[src/rtl/ogfx_vram_arbiter.sv]
// ogfx_vram_arbiter
//   Shares the single Video-RAM port between the display-refresh reader,
//   the GPU drawing engine and the CPU path. Refresh has priority over
//   GPU/CPU, and GPU/CPU alternate through a round-robin pointer.
//   Compile option OGFX_VRAM_ARB_STARVE_EN adds a per-requester stall counter
//   that lets a GPU/CPU request override refresh after STARVE_MAX stalled cycles.
//   Without the option, continuous refresh can block GPU/CPU indefinitely.
module ogfx_vram_arbiter #(
   parameter int AW         = 17,
   parameter int STARVE_MAX = 15
) (
   input  logic          mclk,
   input  logic          puc_rst_n,
   // refresh (read-only)
   input  logic [AW-1:0] ref_addr_i,
   input  logic          ref_cen_i,
   output logic [15:0]   ref_dout_o,
   output logic          ref_dout_rdy_nxt_o,
   // GPU
   input  logic [AW-1:0] gpu_addr_i,
   input  logic          gpu_cen_i,
   input  logic          gpu_wen_i,
   input  logic [15:0]   gpu_din_i,
   output logic [15:0]   gpu_dout_o,
   output logic          gpu_dout_rdy_nxt_o,
   // CPU
   input  logic [AW-1:0] cpu_addr_i,
   input  logic          cpu_cen_i,
   input  logic          cpu_wen_i,
   input  logic [15:0]   cpu_din_i,
   output logic [15:0]   cpu_dout_o,
   output logic          cpu_dout_rdy_nxt_o,
   // Video-RAM
   output logic [AW-1:0] vid_ram_addr_o,
   output logic          vid_ram_cen_o,
   output logic          vid_ram_wen_o,
   output logic [15:0]   vid_ram_din_o,
   input  logic [15:0]   vid_ram_dout_i
);

   localparam logic [1:0] TAG_NONE = 2'd0;
   localparam logic [1:0] TAG_REF  = 2'd1;
   localparam logic [1:0] TAG_GPU  = 2'd2;
   localparam logic [1:0] TAG_CPU  = 2'd3;

   logic       pend_ref, pend_gpu, pend_cpu;
   logic       starv_gpu, starv_cpu;
   logic       gnt_ref, gnt_gpu, gnt_cpu;
   logic       rr_q, rr_d;
   logic [1:0] tag_q, tag_d;

   // Reset masks every request so nothing reaches the RAM while it is held
   assign pend_ref = puc_rst_n & ~ref_cen_i;
   assign pend_gpu = puc_rst_n & ~gpu_cen_i;
   assign pend_cpu = puc_rst_n & ~cpu_cen_i;

`ifdef OGFX_VRAM_ARB_STARVE_EN
   localparam logic [7:0] STARVE_LIM = 8'(STARVE_MAX);

   logic [7:0] gpu_cnt_q, gpu_cnt_d;
   logic [7:0] cpu_cnt_q, cpu_cnt_d;

   // Count consecutive stalled cycles; a grant or a withdrawn request restarts it
   always_comb begin
      gpu_cnt_d = 8'd0;
      cpu_cnt_d = 8'd0;
      if (pend_gpu && !gnt_gpu)
         gpu_cnt_d = (gpu_cnt_q == 8'hFF) ? gpu_cnt_q : gpu_cnt_q + 8'd1;
      if (pend_cpu && !gnt_cpu)
         cpu_cnt_d = (cpu_cnt_q == 8'hFF) ? cpu_cnt_q : cpu_cnt_q + 8'd1;
   end

   // Stall counter registers
   always_ff @(posedge mclk or negedge puc_rst_n) begin
      if (!puc_rst_n) begin
         gpu_cnt_q <= 8'd0;
         cpu_cnt_q <= 8'd0;
      end else begin
         gpu_cnt_q <= gpu_cnt_d;
         cpu_cnt_q <= cpu_cnt_d;
      end
   end

   assign starv_gpu = pend_gpu & (gpu_cnt_q >= STARVE_LIM);
   assign starv_cpu = pend_cpu & (cpu_cnt_q >= STARVE_LIM);
`else
   assign starv_gpu = 1'b0;
   assign starv_cpu = 1'b0;
`endif

   // Grant: starved GPU/CPU, then refresh, then plain GPU/CPU; rr_q breaks GPU/CPU ties
   always_comb begin
      gnt_ref = 1'b0;
      gnt_gpu = 1'b0;
      gnt_cpu = 1'b0;
      if (starv_gpu || starv_cpu) begin
         if (starv_gpu && starv_cpu) begin
            gnt_gpu = ~rr_q;
            gnt_cpu =  rr_q;
         end else begin
            gnt_gpu = starv_gpu;
            gnt_cpu = starv_cpu;
         end
      end else if (pend_ref) begin
         gnt_ref = 1'b1;
      end else if (pend_gpu && pend_cpu) begin
         gnt_gpu = ~rr_q;
         gnt_cpu =  rr_q;
      end else begin
         gnt_gpu = pend_gpu;
         gnt_cpu = pend_cpu;
      end
   end

   // RAM port mux; idle port is parked at cen=1, wen=1, addr=0, din=0
   always_comb begin
      vid_ram_cen_o  = 1'b1;
      vid_ram_wen_o  = 1'b1;
      vid_ram_addr_o = '0;
      vid_ram_din_o  = 16'h0000;
      if (gnt_ref) begin
         vid_ram_cen_o  = 1'b0;
         vid_ram_addr_o = ref_addr_i;
      end else if (gnt_gpu) begin
         vid_ram_cen_o  = 1'b0;
         vid_ram_wen_o  = gpu_wen_i;
         vid_ram_addr_o = gpu_addr_i;
         vid_ram_din_o  = gpu_din_i;
      end else if (gnt_cpu) begin
         vid_ram_cen_o  = 1'b0;
         vid_ram_wen_o  = cpu_wen_i;
         vid_ram_addr_o = cpu_addr_i;
         vid_ram_din_o  = cpu_din_i;
      end
   end

   assign ref_dout_rdy_nxt_o = gnt_ref;
   assign gpu_dout_rdy_nxt_o = gnt_gpu;
   assign cpu_dout_rdy_nxt_o = gnt_cpu;

   // Next pointer and owner tag; writes return no data so they tag NONE
   always_comb begin
      rr_d  = rr_q;
      tag_d = TAG_NONE;
      if (gnt_gpu) rr_d = 1'b1;
      if (gnt_cpu) rr_d = 1'b0;
      if (gnt_ref)                  tag_d = TAG_REF;
      else if (gnt_gpu && gpu_wen_i) tag_d = TAG_GPU;
      else if (gnt_cpu && cpu_wen_i) tag_d = TAG_CPU;
   end

   // Pointer and tag registers; reset drops any in-flight read
   always_ff @(posedge mclk or negedge puc_rst_n) begin
      if (!puc_rst_n) begin
         rr_q  <= 1'b0;
         tag_q <= TAG_NONE;
      end else begin
         rr_q  <= rr_d;
         tag_q <= tag_d;
      end
   end

   // Read data goes only to the requester that owned last cycle's read
   assign ref_dout_o = (tag_q == TAG_REF) ? vid_ram_dout_i : 16'h0000;
   assign gpu_dout_o = (tag_q == TAG_GPU) ? vid_ram_dout_i : 16'h0000;
   assign cpu_dout_o = (tag_q == TAG_CPU) ? vid_ram_dout_i : 16'h0000;

endmodule

[config.mk]
export PLATFORM = sky130hd
export DESIGN_NAME = ogfx_vram_arbiter
export DESIGN_NICKNAME = d
export VERILOG_FILES = /design/src/rtl/ogfx_vram_arbiter.sv
export SDC_FILE = /design/constraint.sdc
export NUM_CORES = 1
export LEC_CHECK = 0
export ABC_AREA = 1
export CAP_MARGIN = 20
export CORE_AREA = 2 2 74 76
export CTS_BUF_LIST = sky130_fd_sc_hd__clkbuf_2 sky130_fd_sc_hd__clkbuf_4 sky130_fd_sc_hd__clkbuf_8
export CTS_CLUSTER_SIZE = 10
export DETAILED_ROUTE_END_ITERATION = 7
export DIE_AREA = 0 0 76 78
export DONT_BUFFER_PORTS = 1
export PLACE_DENSITY = 0.44
export REMOVE_ABC_BUFFERS = 1
export SYNTH_ARGS = -nofsm -noshare
export SYNTH_HDL_FRONTEND = slang
export SYNTH_SLANG_ARGS = --single-unit
[constraint.sdc]
create_clock -name mclk -period 1.3 [get_ports mclk]
set_clock_uncertainty 0.05 [all_clocks]
set_input_delay 0.065 -clock mclk [delete_from_list [all_inputs] [get_ports mclk]]
set_output_delay 0.065 -clock mclk [all_outputs]
set_load 0.01 [all_outputs]
==> run metrics, run 1 <==
Filler cells 561; Max-Slew Margin vs Limit 0.805; Inserted Diodes 0; register bit count reported by yosys 3; top-area cell type share of the netlist area 0.300; power per cell area slightly below 600 mW/mm²; max cap viols 0; Yosys warnings 0; data required time of the worst path approximately 1.2 ns; PnR Total Power 0.000862 W; fin worst setup slack -0.0299 ns; critical-path cell list inv_2 > nand3_4 > nand2_4 > nand2_2 > nor2_2 > buf_6; die area ~0.0059 mm²; cell count after synthesis 229; GPL Wtd Cong between 0.7 and 0.8; fin crit period 1.33 ns; Syn Area/Cell about 5.0 µm²; period utilisation layout 1.02; worst slew pin tran 0.292 ns; Worst-path clk slew roughly 0.03 ns; core box area 0.00504 mm²; largest net degree at the start of global routing 25; P_leak approximately 0.78 nW; Final nets 339; IO Port Bufs 0; Yosys top cell by area nand3_1; number of cells after detailed placement a little under 300; Area Growth Syn to Fin 28.6%; Critical-path top delay cell dfrtp_1; VDD IR max 0.000323 V; post-synthesis sequential area ratio 0.0653; HP Class input port to flip-flop; vias per cell between 5 and 6; WHS 0.00720 ns; Clock Sinks 3; CTS tree built; CP max stage delay ~0.4 ns; Setup crit start kind flip-flop; CTS root buf clkbuf_8; most common cell in the netlist nand3_1; unique cell type count in the Yosys netlist 19; WS Path Type flip-flop to primary output; Die X between 70 and 80 µm; initial antenna violation count 0; Initial DRC Count 39; endpoints failing hold 0; mapped cell area 0.00115 mm²; failing checks setup timing; Total GRT Usage 0.142; Max Slew Vio Count 0; H-tree depth 1; Die H 78 µm; later-pin clock latency in the skew report 0.22 ns; Antenna Nets Post-Route 0; first-pass GRT wire length 6850 µm; Commonest cells post-synth nand3_1 (69), nor2_1 (50), nand2_1 (38); Avg WL per Cell 15.9 µm; critical path arrival 1.21 ns; Final setup viols 5; total gr overflow 0; number of flops mapped to enable cells by yosys 0; WL final roughly 4800 µm; drt drc 0; row count 26; RSZ-0062 raised after global routing yes; largest cells by area after synthesis nand3_1 (30%), nor2_1 (16%), nand2_1 (12%); layout cells sized above 1 0.332; crit path max fanout 5; vias in the first global route 1,434; Initial Utilization 0.228; asr flop ratio synth 1.00; Vias 1,562; clk buf depth 2; cts bufs inserted 3; post-route non-filler standard cell count 302; kind of end point of the critical path primary output; DRT Pass-1 Iters 5; fmax 0.752 GHz; Top FF cell, synth dfrtp_1; HPWL Detailed a little under 4000 µm; io pins 192; status finished with violations
-- logic make-up after synthesis --
group | synth area share
flip-flops | 0.0653
buffers and inverters | 0.172
AO/OA/AOI/OAI | 0.0152
AND/OR/NAND/NOR | 0.748
-- metal layers --
| layer | up-vias | share of wire | GRT usage |
|---|---|---|---|
| met3 | 12 | 0.092 | 0.0337 |
| met2 | 130 | 0.54 | 0.292 |
| met1 | 692 | 0.34 | 0.132 |
| li1 | 728 | - | - |
| met5 | - | 0 | 0 |
| met4 | 0 | 0.031 | 0.0582 |
-- through the flow --
step / util / setup slack (ns) / area (µm²) / TNS [ns]
global route: 0.293 / -0.0821 / 1480 / -1.39
detailed placement: 0.252 / 0.118 / 1270 / 0
finish: 0.293 / -0.0299 / 1480 / -0.0629
CTS: 0.283 / -0.0488 / 1430 / -0.447
floorplan: - / 0.0872 / 1050 / 0
global placement: 0.252 / 0.142 / 1270 / 0
-- area by class of cell --
class / count / area, µm² / area share
multi-input cells: 185 / 1010 / 0.681
well taps: 70 / 87.6 / 0.0592
flip-flops and latches: 3 / 75.1 / 0.0508
inverters: 26 / 105 / 0.0711
clock buffers: 4 / 48.8 / 0.0330
repair buffers: 14 / 155 / 0.105
-- final timing paths --
kind	startpoint	to	slack (ns)	cells past startpoint
worst max-delay path	rr_q$_DFFE_PN0P_	vid_ram_cen_o	-0.03	6
worst max register to register	rr_q$_DFFE_PN0P_	tag_q[1]$_DFF_PN0_	0.25	4
worst min-delay path	gpu_wen_i	tag_q[1]$_DFF_PN0_	0.007	2
min in group asynchronous	puc_rst_n	tag_q[1]$_DFF_PN0_	0.06	1
max in group asynchronous	puc_rst_n	tag_q[0]$_DFF_PN0_	0.97	1
worst min register to register	rr_q$_DFFE_PN0P_	rr_q$_DFFE_PN0P_	0.53	2
-- state kept, by name, summed over array words and instances (netlist names) --
| register | count |
|---|---|
| rr_q | 1 |
| tag_q | 2 |
-- repair_timing --
item | in CTS | in global routing
hold endpoints to repair | 4 | 0
hold buffers | 2 | 0
setup buffers | 0 | 0
cloned | 0 | 0
resized for setup | 23 | 18
endpoints found under the setup margin | 42 | 43
pin swaps | 0 | 6
-- layout by cell type, fill, tap and decap left out --
cell type and n:
nand3_1 57, nand2_1 35, nor2_1 31, inv_1 24, nand2_2 23, nor2_2 18
nand3_2 12, buf_4 7, clkbuf_8 3, buf_12 3, dfrtp_1 3, nor2_4 2
o21ai_0 2, dlygate4sd3_1 2, buf_6 2, inv_2 1, nand3_4 1, nor2_8 1
nand2_4 1, inv_8 1, o21bai_1 1, or2_4 1, clkbuf_4 1
-- critical path, delay by kind of cell (launching register included) --
kind | cells | cell delay (ns)
flip-flops | 1 | 0.40
AND/OR/NAND/NOR | 4 | 0.41
buffers and inverters | 2 | 0.19
-- report_power, final --
| group | internal (W) | leakage (nW) | total, W | switching [W] |
|---|---|---|---|---|
| Sequential | 0.000103 | 0.0379 | 0.000112 | 0.00000918 |
| Combinational | 0.000144 | 0.718 | 0.000457 | 0.000313 |
| Clock | 0.000230 | 0.0262 | 0.000293 | 0.0000627 |
No activity file was read; power rests on OpenSTA's default activity.
==> inputs of run 2 (changes only) <==
--- a/config.mk
+++ b/config.mk
@@ -13,8 +13,10 @@
 export DETAILED_ROUTE_END_ITERATION = 7
 export DIE_AREA = 0 0 76 78
 export DONT_BUFFER_PORTS = 1
+export GPL_TIMING_DRIVEN = 0
 export PLACE_DENSITY = 0.44
 export REMOVE_ABC_BUFFERS = 1
 export SYNTH_ARGS = -nofsm -noshare
 export SYNTH_HDL_FRONTEND = slang
 export SYNTH_SLANG_ARGS = --single-unit
+export TNS_END_PERCENT = 1
==> run metrics, run 2 (synthesis gave the netlist of run 1 again) <==
status finished with violations; failing checks hold timing, setup timing; vias in the first global route 1,363; vias per cell approximately 5.2; Initial DRC Count 17; fmax roughly 0.7 GHz; WHS -0.00353 ns; worst reg2reg path depth 3; data required time of the worst path 1.19 ns; DRT Pass-1 Iters 4; row count 26; WL final 4760 µm; post-route cell area 0.00142 mm²; Worst-path clk slew roughly 0.030 ns; critical path arrival 1.30 ns; max cap viols 0; total gr overflow 0; CP max stage delay 0.44 ns; CTS root buf clkbuf_8; Pint 0.000445 W; hold path cells 2; Reg with most FFs tag_q; HPWL Detailed 3650 µm; Switch Pwr 0.000387 W; clk buf depth 2; P_leak between 0.7 and 0.8 nW; number of cells after detailed placement 285; FF-to-FF Start rr_q$_DFFE_PN0P_; HP Class input port to flip-flop; Setup TNS -2.67 ns; crit path max fanout 16; later-pin clock latency in the skew report 0.22 ns; Max Slew Vio Count 0; die area about 0.0059 mm²; Filler cells 573; power per cell area 585 mW/mm²; Area Growth Syn to Fin 23.7%; drt drc 0; kind of end point of the critical path primary output; critical-path cell list or2_2 > nor2_1; VDD IR max roughly 0.00020 V; RSZ-0062 raised after global routing yes; sequential power share 0.145; Inserted Diodes 0; Final nets 330; Vias between 1,500 and 2,000; io pins 192; Total GRT Usage 0.135; Largest regs tag_q: 2 flops, rr_q: 1 flops; first-pass GRT wire length ~6600 µm; initial antenna violation count 0; RR Endpoint tag_q[1]$_DFF_PN0_; CTS tree built; Initial Utilization 0.228; endpoints failing hold 1; GPL Wtd Cong 0.711; switching share of power 0.465; commonest cells after routing, fill and taps aside nand3_1 (48), nor2_1 (45), nand2_2 (30); Critical-path top delay cell or2_2; H-tree depth 1; Register-to-Register Setup Slack 0.22 ns; Comb pwr share 0.499; Placement Cell Area 0.00115 mm²; Max-Slew Margin vs Limit 0.558; max FFs per register 2; cts bufs inserted 3; layout cells sized above 1 0.327; post-route non-filler standard cell count 293; core box area between 0.005 and 0.006 mm²; Setup crit start kind flip-flop; fin worst setup slack -0.114 ns; Final setup viols slightly below 50; Min-Delay Endpoint tag_q[0]$_DFF_PN0_; IO Port Bufs 0; Die X roughly 76 µm; Clock Sinks 3; Clk pwr share 0.356; most common cell after layout, fill and taps aside nand3_1; Avg WL per Cell 16.2 µm; Hold Startpoint cpu_wen_i; Antenna Nets Post-Route 0; fin crit period 1.41 ns; WS Path Type flip-flop to primary output; setup slack after placement -0.187 ns; Die H 78 µm; largest net degree at the start of global routing 37; worst slew pin tran around 0.66 ns; period utilisation layout 1.09
run 2: cell types whose count changed in the layout (fill, tap and decap cells not counted), sizes merged:
cell / delta
dlygate4sd3: -1
nor2: +1
buf: -9
run 2: layer usage:
layer	vias to the layer above	track usage	wire length, µm	part of all wire
li1	709	-	-	-
met1	689	0.126	1680	0.35
met2	121	0.284	2580	0.54
met3	9	0.0244	403	0.085
met4	0	0.0582	99	0.021
met5	-	0	0	0
run 2: final cells by class:
| type | count | area [µm²] | share of cell area |
|---|---|---|---|
| inverter | 26 | 105 | 0.0739 |
| sequential | 3 | 76.3 | 0.0537 |
| clock buffer | 4 | 48.8 | 0.0343 |
| tap | 70 | 87.6 | 0.0616 |
| timing repair buffer | 4 | 45.0 | 0.0317 |
| multi-input combinational | 186 | 1060 | 0.745 |
run 2: worst max path at each step:
stage	startpoint	endpoint	slack (ns)	cells after the start
global route	tag_q[1]$_DFF_PN0_	gpu_dout_o[9]	-0.18	3
CTS	tag_q[0]$_DFF_PN0_	gpu_dout_o[9]	-0.1	2
finish	tag_q[0]$_DFF_PN0_	gpu_dout_o[9]	-0.11	2
global placement	puc_rst_n	vid_ram_addr_o[5]	-0.36	4
floorplan	rr_q$_DFFE_PN0P_	vid_ram_cen_o	0.09	5
detailed placement	rr_q$_DFFE_PN0P_	vid_ram_din_o[15]	-0.19	6
run 2: what timing repair did:
action,in CTS,in global routing
hold buffers,1,0
gates resized for setup,38,7
gates cloned,0,1
endpoints found under the setup margin,88,73
buffers inserted,2,0
endpoints found under the hold margin,3,0
pin swaps,17,5
run 2: critical path, delay by kind of cell, from the launching register on:
family / cells / cell delay [ns]
and+or+nand+nor: 2 / 0.68
DFF: 1 / 0.40
run 2: per-stage QoR:
step | util | total power, W
2_1_floorplan | - | 0.000391
3_3_place_gp | 0.227 | 0.000460
3_5_place_dp | 0.228 | 0.000465
4_1_cts | 0.275 | 0.000828
5_1_grt | 0.282 | 0.000888
6_report | 0.282 | 0.000832
run 2: power by group through the flow:
stage	registers, W	logic (W)	clock network (W)
after floorplan	0.000110	0.000281	0
after global placement	0.000112	0.000348	0
after detailed placement	0.000112	0.000353	0
after CTS	0.000119	0.000411	0.000297
after global routing	0.000122	0.000454	0.000312
final	0.000120	0.000416	0.000296
